$ cat src/rtl/digit_scan_pkg.sv
// Shared definitions for the 4-digit scan multiplexer: channel count,
// select width and the BLANK/SHOW state encoding.
package digit_scan_pkg;

  localparam int NUM_CH = 4;
  localparam int SEL_W  = 2;

  typedef enum logic {
    BLANK = 1'b0,
    SHOW  = 1'b1
  } scan_state_t;

  // Advance the channel select; 3 wraps to 0 by natural overflow of SEL_W bits.
  function automatic logic [SEL_W-1:0] next_sel(input logic [SEL_W-1:0] sel);
    return sel + 1'b1;
  endfunction

endpackage

$ cat src/rtl/digit_scan_mux_if.sv
// Bus between the BCD/clock logic and the per-digit demux/segment driver.
// master: the scanner (consumes channel data and mask, drives select/enable/data/frame).
// slave:  the surrounding logic (supplies channel data and mask, observes outputs).
import digit_scan_pkg::*;

interface digit_scan_mux_if #(
  parameter int DATA_W = 4
);

  logic [NUM_CH*DATA_W-1:0] i_ch_data;
  logic [NUM_CH-1:0]        i_mask;
  logic [SEL_W-1:0]         o_sel;
  logic                     o_ena;
  logic [DATA_W-1:0]        o_data;
  logic                     o_frame;

  modport master (
    input  i_ch_data,
    input  i_mask,
    output o_sel,
    output o_ena,
    output o_data,
    output o_frame
  );

  modport slave (
    output i_ch_data,
    output i_mask,
    input  o_sel,
    input  o_ena,
    input  o_data,
    input  o_frame
  );

endinterface

$ cat src/rtl/digit_scan_mux_scan_timer.sv
// Slot timer for the scan multiplexer: a down-counter that reloads itself on
// terminal count with either the blank length or the show length.
// It resets loaded with the blank length so the first BLANK lasts the full
// BLANK_LEN cycles. Counter width is derived here and nowhere else.
module scan_timer #(
  parameter int BLANK_LEN = 120,
  parameter int SHOW_LEN  = 12000
) (
  input  logic clk,
  input  logic rst_n,
  input  logic load_show,
  output logic tc
);

  localparam int MAX_LEN = (SHOW_LEN > BLANK_LEN) ? SHOW_LEN : BLANK_LEN;
  localparam int CNT_W   = $clog2(MAX_LEN + 1);

  localparam logic [CNT_W-1:0] BLANK_LOAD = CNT_W'(BLANK_LEN - 1);
  localparam logic [CNT_W-1:0] SHOW_LOAD  = CNT_W'(SHOW_LEN - 1);

  logic [CNT_W-1:0] count;

  assign tc = (count == '0);

  // Count down to zero, then reload with the length of the upcoming phase.
  always_ff @(posedge clk or negedge rst_n) begin
    if (!rst_n) begin
      count <= BLANK_LOAD;
    end else if (tc) begin
      count <= load_show ? SHOW_LOAD : BLANK_LOAD;
    end else begin
      count <= count - 1'b1;
    end
  end

endmodule

$ cat src/rtl/digit_scan_mux.sv
// Time-multiplexing digit scanner. Walks a 2-bit select through four
// channels; each slot is BLANK_CYCLES of dead time followed by DWELL_CYCLES
// of display. On entry to SHOW the selected channel's data, its mask bit and
// a frame marker are captured together, so mid-slot input changes never
// reach the outputs.
// Optional build macro: DIGIT_SCAN_LZB_EN enables leading-zero blanking
// (channel n >= 1 stays dark when channels n..3 are all zero).
// DWELL_CYCLES and BLANK_CYCLES must both be >= 1.
import digit_scan_pkg::*;

module digit_scan_mux #(
  parameter int DATA_W       = 4,
  parameter int DWELL_CYCLES = 12000,
  parameter int BLANK_CYCLES = 120
) (
  input  logic             i_clk,
  input  logic             i_rst_n,
  digit_scan_mux_if.master bus
);

  scan_state_t       state_q, state_d;
  logic [SEL_W-1:0]  sel_q, sel_d;
  logic [DATA_W-1:0] data_q, data_d;
  logic              ena_q, ena_d;
  logic              frame_q, frame_d;

  logic              tc;
  logic              lzb_dark;
  logic [DATA_W-1:0] ch [NUM_CH];

  // Unpack the flat channel bus into one word per channel.
  for (genvar n = 0; n < NUM_CH; n++) begin : g_unpack
    assign ch[n] = bus.i_ch_data[n*DATA_W +: DATA_W];
  end

  scan_timer #(
    .BLANK_LEN (BLANK_CYCLES),
    .SHOW_LEN  (DWELL_CYCLES)
  ) u_timer (
    .clk       (i_clk),
    .rst_n     (i_rst_n),
    .load_show (state_q == BLANK),
    .tc        (tc)
  );

`ifdef DIGIT_SCAN_LZB_EN
  logic [NUM_CH-1:0] zero_up;

  // zero_up[n] is set when channels n..3 all hold zero in the live input.
  always_comb begin
    zero_up = '0;
    zero_up[NUM_CH-1] = (ch[NUM_CH-1] == '0);
    for (int n = NUM_CH-2; n >= 0; n--) begin
      zero_up[n] = zero_up[n+1] && (ch[n] == '0);
    end
  end

  assign lzb_dark = (sel_q != '0) && zero_up[sel_q];
`else
  assign lzb_dark = 1'b0;
`endif

  // Next-state and snapshot logic; outputs hold unless a phase boundary is reached.
  always_comb begin
    state_d = state_q;
    sel_d   = sel_q;
    data_d  = data_q;
    ena_d   = ena_q;
    frame_d = 1'b0;
    case (state_q)
      BLANK: begin
        ena_d = 1'b0;
        if (tc) begin
          state_d = SHOW;
          data_d  = ch[sel_q];
          ena_d   = bus.i_mask[sel_q] & ~lzb_dark;
          frame_d = (sel_q == '0);
        end
      end
      SHOW: begin
        if (tc) begin
          state_d = BLANK;
          sel_d   = next_sel(sel_q);
          ena_d   = 1'b0;
        end
      end
      default: begin
        state_d = BLANK;
        ena_d   = 1'b0;
      end
    endcase
  end

  // Register the FSM state and every output so the display path sees clean edges.
  always_ff @(posedge i_clk or negedge i_rst_n) begin
    if (!i_rst_n) begin
      state_q <= BLANK;
      sel_q   <= '0;
      data_q  <= '0;
      ena_q   <= 1'b0;
      frame_q <= 1'b0;
    end else begin
      state_q <= state_d;
      sel_q   <= sel_d;
      data_q  <= data_d;
      ena_q   <= ena_d;
      frame_q <= frame_d;
    end
  end

  assign bus.o_sel   = sel_q;
  assign bus.o_ena   = ena_q;
  assign bus.o_data  = data_q;
  assign bus.o_frame = frame_q;

endmodule

$ cat src/flat_wrapper.sv
// flat-port wrapper written by rule: the top's interface ports become plain ports
module digit_scan_mux_flat 
#(
  parameter int DATA_W       = 4,
  parameter int DWELL_CYCLES = 12000,
  parameter int BLANK_CYCLES = 120
)
  (i_clk, i_rst_n, bus_i_ch_data, bus_i_mask, bus_o_sel, bus_o_ena, bus_o_data, bus_o_frame);
  digit_scan_mux_if #(.DATA_W(DATA_W)) bus_i ();
  input  logic i_clk;
  input  logic i_rst_n;
  input wire logic [$bits(bus_i.i_ch_data)-1:0] bus_i_ch_data;
  input wire logic [$bits(bus_i.i_mask)-1:0] bus_i_mask;
  output wire logic [$bits(bus_i.o_sel)-1:0] bus_o_sel;
  output wire logic [$bits(bus_i.o_ena)-1:0] bus_o_ena;
  output wire logic [$bits(bus_i.o_data)-1:0] bus_o_data;
  output wire logic [$bits(bus_i.o_frame)-1:0] bus_o_frame;
  assign bus_i.i_ch_data = bus_i_ch_data;
  assign bus_i.i_mask = bus_i_mask;
  assign bus_o_sel = bus_i.o_sel;
  assign bus_o_ena = bus_i.o_ena;
  assign bus_o_data = bus_i.o_data;
  assign bus_o_frame = bus_i.o_frame;
  digit_scan_mux #(.DATA_W(DATA_W), .DWELL_CYCLES(DWELL_CYCLES), .BLANK_CYCLES(BLANK_CYCLES)) u_core (.i_clk(i_clk), .i_rst_n(i_rst_n), .bus(bus_i));
endmodule
$ cat config.mk
export PLATFORM = sky130hd
export DESIGN_NAME = digit_scan_mux_flat
export DESIGN_NICKNAME = d
export VERILOG_FILES = /design/src/rtl/digit_scan_pkg.sv /design/src/rtl/digit_scan_mux_if.sv /design/src/rtl/digit_scan_mux_scan_timer.sv /design/src/rtl/digit_scan_mux.sv /design/src/flat_wrapper.sv
export SDC_FILE = /design/constraint.sdc
export NUM_CORES = 1
export LEC_CHECK = 0
export ABC_AREA = 1
export CORE_MARGIN = 3
export CORE_UTILIZATION = 40
export DETAILED_ROUTE_END_ITERATION = 8
export GPL_TIMING_DRIVEN = 0
export PLACE_DENSITY = 0.65
export SYNTH_ARGS = -nofsm -noshare
export SYNTH_HDL_FRONTEND = slang
export SYNTH_SLANG_ARGS = --single-unit
$ cat constraint.sdc
create_clock -name i_clk -period 4 [get_ports i_clk]
set_input_delay 0.8 -clock i_clk [delete_from_list [all_inputs] [get_ports i_clk]]
set_output_delay 0.8 -clock i_clk [all_outputs]
set_load 0.1 [all_outputs]
==> results of run 1 <==
-- worst register-to-register path: cells and delay by family, from the launching register on --
| kind | cells | cell delay, ps |
|---|---|---|
| buffers and inverters | 3 | 290 |
| AND/OR/NAND/NOR | 3 | 330 |
| adder cells (fa/ha/maj) | 2 | 420 |
| AO/OA/AOI/OAI | 2 | 240 |
| flip-flops | 1 | 550 |
-- metal layers --
layer	global-route usage [%]	part of all wire (%)
met3	4.10	5.4
met2	25.7	47
met4	3.89	0.97
met1	18.8	46
met5	0	0
-- kinds of logic after synthesis --
| group | count (synthesis) | synth area share, % |
|---|---|---|
| xor+xnor | 4 | 2.48 |
| buf+inv | 30 | 8.69 |
| flops | 23 | 41.3 |
| compound gates | 23 | 8.86 |
| simple gates | 100 | 34.2 |
| fa+ha+maj | 5 | 4.43 |
-- through the flow --
step / util, % / cells / worst slack, ps / hold slack [ps] / cell area (sq um)
2_1_floorplan: - / 185 / 2220 / 429 / 1410
3_3_place_gp: 54.8 / 258 / 1690 / 438 / 1760
3_5_place_dp: 54.8 / 258 / 1670 / 442 / 1760
4_1_cts: 55.7 / 262 / 1310 / 473 / 1780
5_1_grt: 55.7 / 262 / 1260 / 495 / 1780
6_report: 55.7 / 262 / 1320 / 468 / 1780
-- cell usage after synthesis --
master	n
a21oi_1	5
buf_2	4
clkinv_4	1
dfrtp_1	17
dfstp_2	6
ha_1	5
inv_1	23
inv_2	2
nand2_1	42
nand2_2	2
nand2_4	1
nand3_1	12
nand3_4	2
nor2_1	33
nor2_2	2
nor2_4	4
nor2_8	1
nor3_1	1
o21a_1	4
o21ai_0	13
o21ai_1	1
xor2_1	4
-- power groups by stage --
stage	Sequential, mW	Clock (mW)	Combinational (mW)
2_1_floorplan	0.260	0	0.00541
3_3_place_gp	0.241	0	0.0552
3_5_place_dp	0.241	0	0.0559
4_1_cts	0.237	0.110	0.0560
5_1_grt	0.238	0.121	0.0587
6_report	0.237	0.106	0.0554
-- layout make-up --
type	count	area (sq um)
buffer	4	20.0
clock buffer	4	26.3
fill	337	1420
inverter	26	103
multi-input combinational	132	706
sequential	23	583
tap	44	55.1
timing repair buffer	29	290
-- registers in the layout, summed over array words and instances, names as in the netlist --
name                  cells
u_core.bus.o_sel          2
u_core.bus.o_ena          1
u_core.bus.o_data         4
u_core.state_q            1
u_core.u_timer.count     14
u_core.bus.o_frame        1
-- final timing paths --
kind,startpoint,cells after the start,endpoint
max reg2reg,u_core.u_timer.count[0],10,u_core.bus.o_data[2]
min in group asynchronous,i_rst_n,1,u_core.bus.o_sel[1]
min reg2reg,u_core.u_timer.count[0],1,u_core.u_timer.count[0]
max,u_core.bus.o_sel[0],1,bus_o_sel[0]
max in group asynchronous,i_rst_n,1,u_core.u_timer.count[3]
min,u_core.u_timer.count[0],1,u_core.u_timer.count[0]
==> key figures, run 1 <==
STA
  – Total count of max-transition violations in the final report: 0
  – Setup repair after global routing missed its margin: no
  – Final setup viols: 0
  – Rel. slew slack: 31.0%
  – Tcrit/Tclk final: 66.9%
  – Final-report hold violation count: 0
  – Least-Margin Pin Slew: 1030 ps
  – Sum of negative setup slack: 0 ps
  – Minimum clock period: 2680 ps
  – Fmax: 374 MHz
  – Final Skew: 1.18 ps

Critical path
  – Buffers & Inverters on Critical Path: 1
  – Worst Path Max Fanout: 4
  – Cell with the largest stage delay on the worst path: clkdlybuf4s50_1
  – Worst Path Required: 3200 ps
  – Cell-by-cell listing of the critical path: clkdlybuf4s50_1
  – Kind of launch point of the worst setup path: flip-flop
  – Gate family responsible for the most delay along the worst path: buffers and inverters
  – Reg-to-reg slack, setup: 2120 ps
  – Arrival time at the worst endpoint: 1880 ps
  – Max stage delay on crit path: 1150 ps
  – Critical path type: reg -> out
  – Critical Path End Type: output pin

Layout
  – Area added between synthesis and finish: 26.3%
  – Number of nets at the end of the flow: 246
  – Number of antenna cells inserted: 0
  – Leading cell types in the layout, fill and taps excluded: nand2_1 (42), nor2_1 (33), clkdlybuf4s50_1 (29)
  – Fraction of final layout cells sized beyond drive strength 1: 12.8%
  – Most frequent standard cell in the layout excluding fill and tap cells: nand2_1

Routing
  – First drt pass iteration count: 4
  – Number of remaining DRC errors: 0
  – Detail-routed net length per standard cell: 11.0 um
  – Final wirelength: 2.89 mm
  – Per-cell via count in the routed design: 4.53
  – Detail Route Antenna Nets: 0
  – Detailed-route via count: 1,187
  – 1st-iter DRT viols: 68

Floorplanning
  – Die Y-Extent: 65.4 um
  – Site Rows: 20
  – Width of the chip: 65.4 um
  – Std-Cell Core Area: 3200 sq um
  – Io pins: 30
  – Die footprint: 4280 sq um
  – Starting Density: 44.1%

Power
  – Gate power share: 13.9%
  – Switching power share of the total: 25.1%
  – PD cells: 224 nW/um^2
  – Sw power: 99.9 uW
  – Cell-internal power: 299 uW
  – Share of total power in the clock network: 26.7%
  – Static leakage: 0.890 nW
  – Total power draw: 399 uW
  – Worst IR Drop VDD: 153 uV
  – Portion of total power attributed to sequential cells: 59.4%

Global route
  – Via count of the first global-routing pass: 1,157
  – Largest net degree at the start of global routing: 24
  – GRT overflow: 0
  – Wire length of the first global-routing pass: 4.99 mm
  – Initial antenna violation count: 0
  – GR Util All Layers: 15.1%

Synthesis
  – Portion of synthesized cell area occupied by the leading cell type: 30.1%
  – Total number of yosys warnings: 0
  – Net Count, Synth: 212
  – Top post-synthesis cells by area: dfrtp_1 (30%), dfstp_2 (11%), nand2_1 (11%)
  – Netlist area before placement: 1410 sq um
  – Post-synthesis cell type count: 22
  – Register bit count reported by yosys: 23
  – Number of instances in the synthesized netlist: 185
  – Dominant cell type by area after synthesis: dfrtp_1
  – Synthesized area divided by synthesized cell count: 7.63 sq um
  – Proportion of synthesized chip area in sequential cells: 41.3%

Flow run
  – Max-cap viol count: 0

Placement
  – Gp weighted congestion: 0.775
  – Port Buffer Count: 29
  – Sum of net half-perimeters after detailed placement: 2.30 mm

Clocking
  – Post-CTS Setup Bufs: 0
  – Count of cells resized by post-cts repair: 0
  – Worst-skew pair later-pin latency: 300 ps
  – Number of hold buffers added after CTS: 0
  – Clock tree from TritonCTS: yes
  – Clock buffer count from CTS: 3
  – Clock sink count: 23
  – Clock transition at the registers of the reported paths: 120 ps
  – Max Buffers Root-to-Sink: 2
  – Number of levels the H-tree was split into: 1
  – Clock root buffer: clkbuf_4

Run status
  – Outcome: finished clean

Hold path
  – Path type of the worst min-delay path: reg -> reg
Power figures use the tool's default switching activity.
==> run 2, diff against run 1 <==
--- a/config.mk
+++ b/config.mk
@@ -10,7 +10,7 @@
 export CORE_UTILIZATION = 40
 export DETAILED_ROUTE_END_ITERATION = 8
 export GPL_TIMING_DRIVEN = 0
-export PLACE_DENSITY = 0.65
+export PLACE_DENSITY = 0.68
 export SYNTH_ARGS = -nofsm -noshare
 export SYNTH_HDL_FRONTEND = slang
 export SYNTH_SLANG_ARGS = --single-unit
==> constraint.sdc (replaced) <==
create_clock -name i_clk -period 2.2 [get_ports i_clk]
set_input_delay 0.44 -clock i_clk [delete_from_list [all_inputs] [get_ports i_clk]]
set_output_delay 0.44 -clock i_clk [all_outputs]
set_load 0.1 [all_outputs]
==> run 2 against run 1 <==
Sequential power increased by 81%. Setup slack got worse by 1200 ps. Cell count unchanged. Non-clock buffer count unchanged. Power increased by 81%. Clock power increased by 82%. Via count is 3.9% higher. Wire length is 1.9% higher. Critical path type unchanged. Critical endpoint unchanged.
==> key figures, run 2 (synthesized netlist as in run 1, its figures left out) <==
Layout
  – Fraction of final layout cells sized beyond drive strength 1: 12.8% (unchanged)
  – Area of the multi-input gates: 706 sq um (unchanged)
  – Share of the core filled with cells in the final layout: 55.4% (-0.31 points)
  – Area taken by flip-flops and latches: 583 sq um (unchanged)
  – Non-filler instance count after layout: 262 (unchanged)
  – Number of nets at the end of the flow: 246 (unchanged)
  – Largest register by flop count: u_core.u_timer.count
  – Leading cell types in the layout, fill and taps excluded: nand2_1 (42), nor2_1 (33), inv_1 (23)
  – Count of fill cells added during filler insertion: 342 (+1.5%)
  – Most frequent standard cell in the layout excluding fill and tap cells: nand2_1
  – Number of flip-flops under the largest register name: 14 (unchanged)
  – Area added between synthesis and finish: 25.6%
  – Number of antenna cells inserted: 0 (unchanged)
  – Fin area: 1770 sq um (-0.56%)

Global route
  – Via count of the first global-routing pass: 1,279 (+11%)
  – Initial antenna violation count: 0 (unchanged)
  – Met2 layer usage reported by global route: 29.2% (+3.5 points)
  – Largest net degree at the start of global routing: 24 (unchanged)
  – Wire length of the first global-routing pass: 5.39 mm (+8.0%)
  – Global Route met1 Usage: 18.4% (-0.41 points)
  – GR Util All Layers: 16.1% (+0.98 points)
  – GRT overflow: 0 (unchanged)
  – Busiest layer in global routing: met2
  – Met3 Track Usage GR: 2.91% (-1.2 points)

Clocking
  – Max Buffers Root-to-Sink: 2 (unchanged)
  – Count of cells resized by post-cts repair: 8 (+8)
  – Post-CTS Setup Bufs: 0 (unchanged)
  – Worst-skew pair later-pin latency: 310 ps (about the same)
  – Clock root buffer: clkbuf_4
  – Clock transition at the registers of the reported paths: 120 ps (about the same)
  – Clock buffer count from CTS: 3 (unchanged)
  – Clock sink count: 23 (unchanged)
  – Number of hold buffers added after CTS: 0 (unchanged)
  – Number of levels the H-tree was split into: 1 (unchanged)
  – Clock tree from TritonCTS: yes

Power
  – Static leakage: 0.911 nW (+2.4%)
  – Worst IR Drop VDD: 242 uV (+58%)
  – PD cells: 406 nW/um^2 (+82%)
  – Total power draw: 720 uW (+81%)

Routing
  – Detail Route Antenna Nets: 0 (unchanged)
  – First drt pass iteration count: 4 (unchanged)
  – Detailed-route via count: 1,233 (+3.9%)
  – 1st-iter DRT viols: 64 (-5.9%)
  – Detail-routed net length per standard cell: 11.2 um (+1.9%)
  – Final wirelength: 2.94 mm (+1.9%)
  – Number of remaining DRC errors: 0 (unchanged)
  – Per-cell via count in the routed design: 4.71 (+3.9%)

Placement
  – Inst Count DP: 258 (unchanged)
  – Gp weighted congestion: 0.823 (+6.2%)
  – Area of placed instances: 1760 sq um (unchanged)
  – Sum of net half-perimeters after detailed placement: 2.40 mm (+4.4%)
  – DP Worst Slack: 234 ps (-1440 ps)
  – Port Buffer Count: 29 (unchanged)

Critical path
  – Cell with the largest stage delay on the worst path: dlygate4sd2_1
  – Critical path type: reg -> out
  – Gate family responsible for the most delay along the worst path: buffers and inverters
  – Buffers & Inverters on Critical Path: 1 (unchanged)
  – Cell-by-cell listing of the critical path: dlygate4sd2_1
  – Worst Path Max Fanout: 4 (unchanged)
  – Reg-to-reg slack, setup: 300 ps (-1820 ps)
  – Worst Path Required: 1760 ps (-1440 ps)
  – Critical Path End Type: output pin
  – Max stage delay on crit path: 870 ps (-280 ps)
  – Arrival time at the worst endpoint: 1590 ps (-290 ps)
  – Kind of launch point of the worst setup path: flip-flop

Floorplanning
  – Starting Density: 44.1% (unchanged)
  – Std-Cell Core Area: 3200 sq um (unchanged)
  – Die footprint: 4280 sq um (unchanged)
  – Site Rows: 20 (unchanged)
  – Die Y-Extent: 65.4 um (unchanged)
  – Io pins: 30 (unchanged)
  – Width of the chip: 65.4 um (unchanged)

STA
  – Final worst-path setup slack: 174 ps (-1150 ps)
  – Fmax: 494 MHz
  – Minimum clock period: 2030 ps
  – Least-Margin Pin Slew: 1030 ps (-2.47 ps)
  – Tcrit/Tclk final: 92.1%
  – Final Skew: 5.43 ps (+4.25 ps)
  – Sum of negative setup slack: 0 ps (unchanged)
  – Worst-case hold slack: 466 ps (-1.26 ps)
  – Rel. slew slack: 31.1% (+0.17 points)
  – Setup repair after global routing missed its margin: no
  – Final-report hold violation count: 0 (unchanged)
  – Total count of max-transition violations in the final report: 0 (unchanged)
  – Final setup viols: 0 (unchanged)

Flow run
  – Max-cap viol count: 0 (unchanged)

Run status
  – Outcome: finished clean

Hold path
  – Path type of the worst min-delay path: reg -> reg
## run 2: final cells by class
cell class	count	share of cell area [%]
inverter	26	5.79
timing repair buffer	29	15.8
multi-input combinational	132	39.8
sequential	23	32.9
buffer	4	1.13
tap	44	3.11
clock buffer	4	1.48
## run 2: worst paths after layout
| kind | depth (start not counted) | to | from |
|---|---|---|---|
| min reg2reg | 1 | u_core.u_timer.count[0] | u_core.u_timer.count[0] |
| min in group asynchronous | 1 | u_core.u_timer.count[3] | i_rst_n |
| max | 1 | bus_o_sel[0] | u_core.bus.o_sel[0] |
| max in group asynchronous | 1 | u_core.bus.o_sel[0] | i_rst_n |
| max reg2reg | 10 | u_core.bus.o_data[2] | u_core.u_timer.count[0] |
| min | 1 | u_core.u_timer.count[0] | u_core.u_timer.count[0] |
## run 2: power by group
part           internal, mW  total (mW)  switching (mW)
clock                0.0709       0.193           0.122
combinational        0.0412      0.0973          0.0561
sequential            0.428       0.430         0.00240
total                 0.540       0.720           0.180
## run 2: layer usage
layer / wire length, um / vias up
li1: - / 637
met1: 1290 / 572
met2: 1520 / 20
met3: 96 / 4
met4: 37 / 0
met5: 0 / -
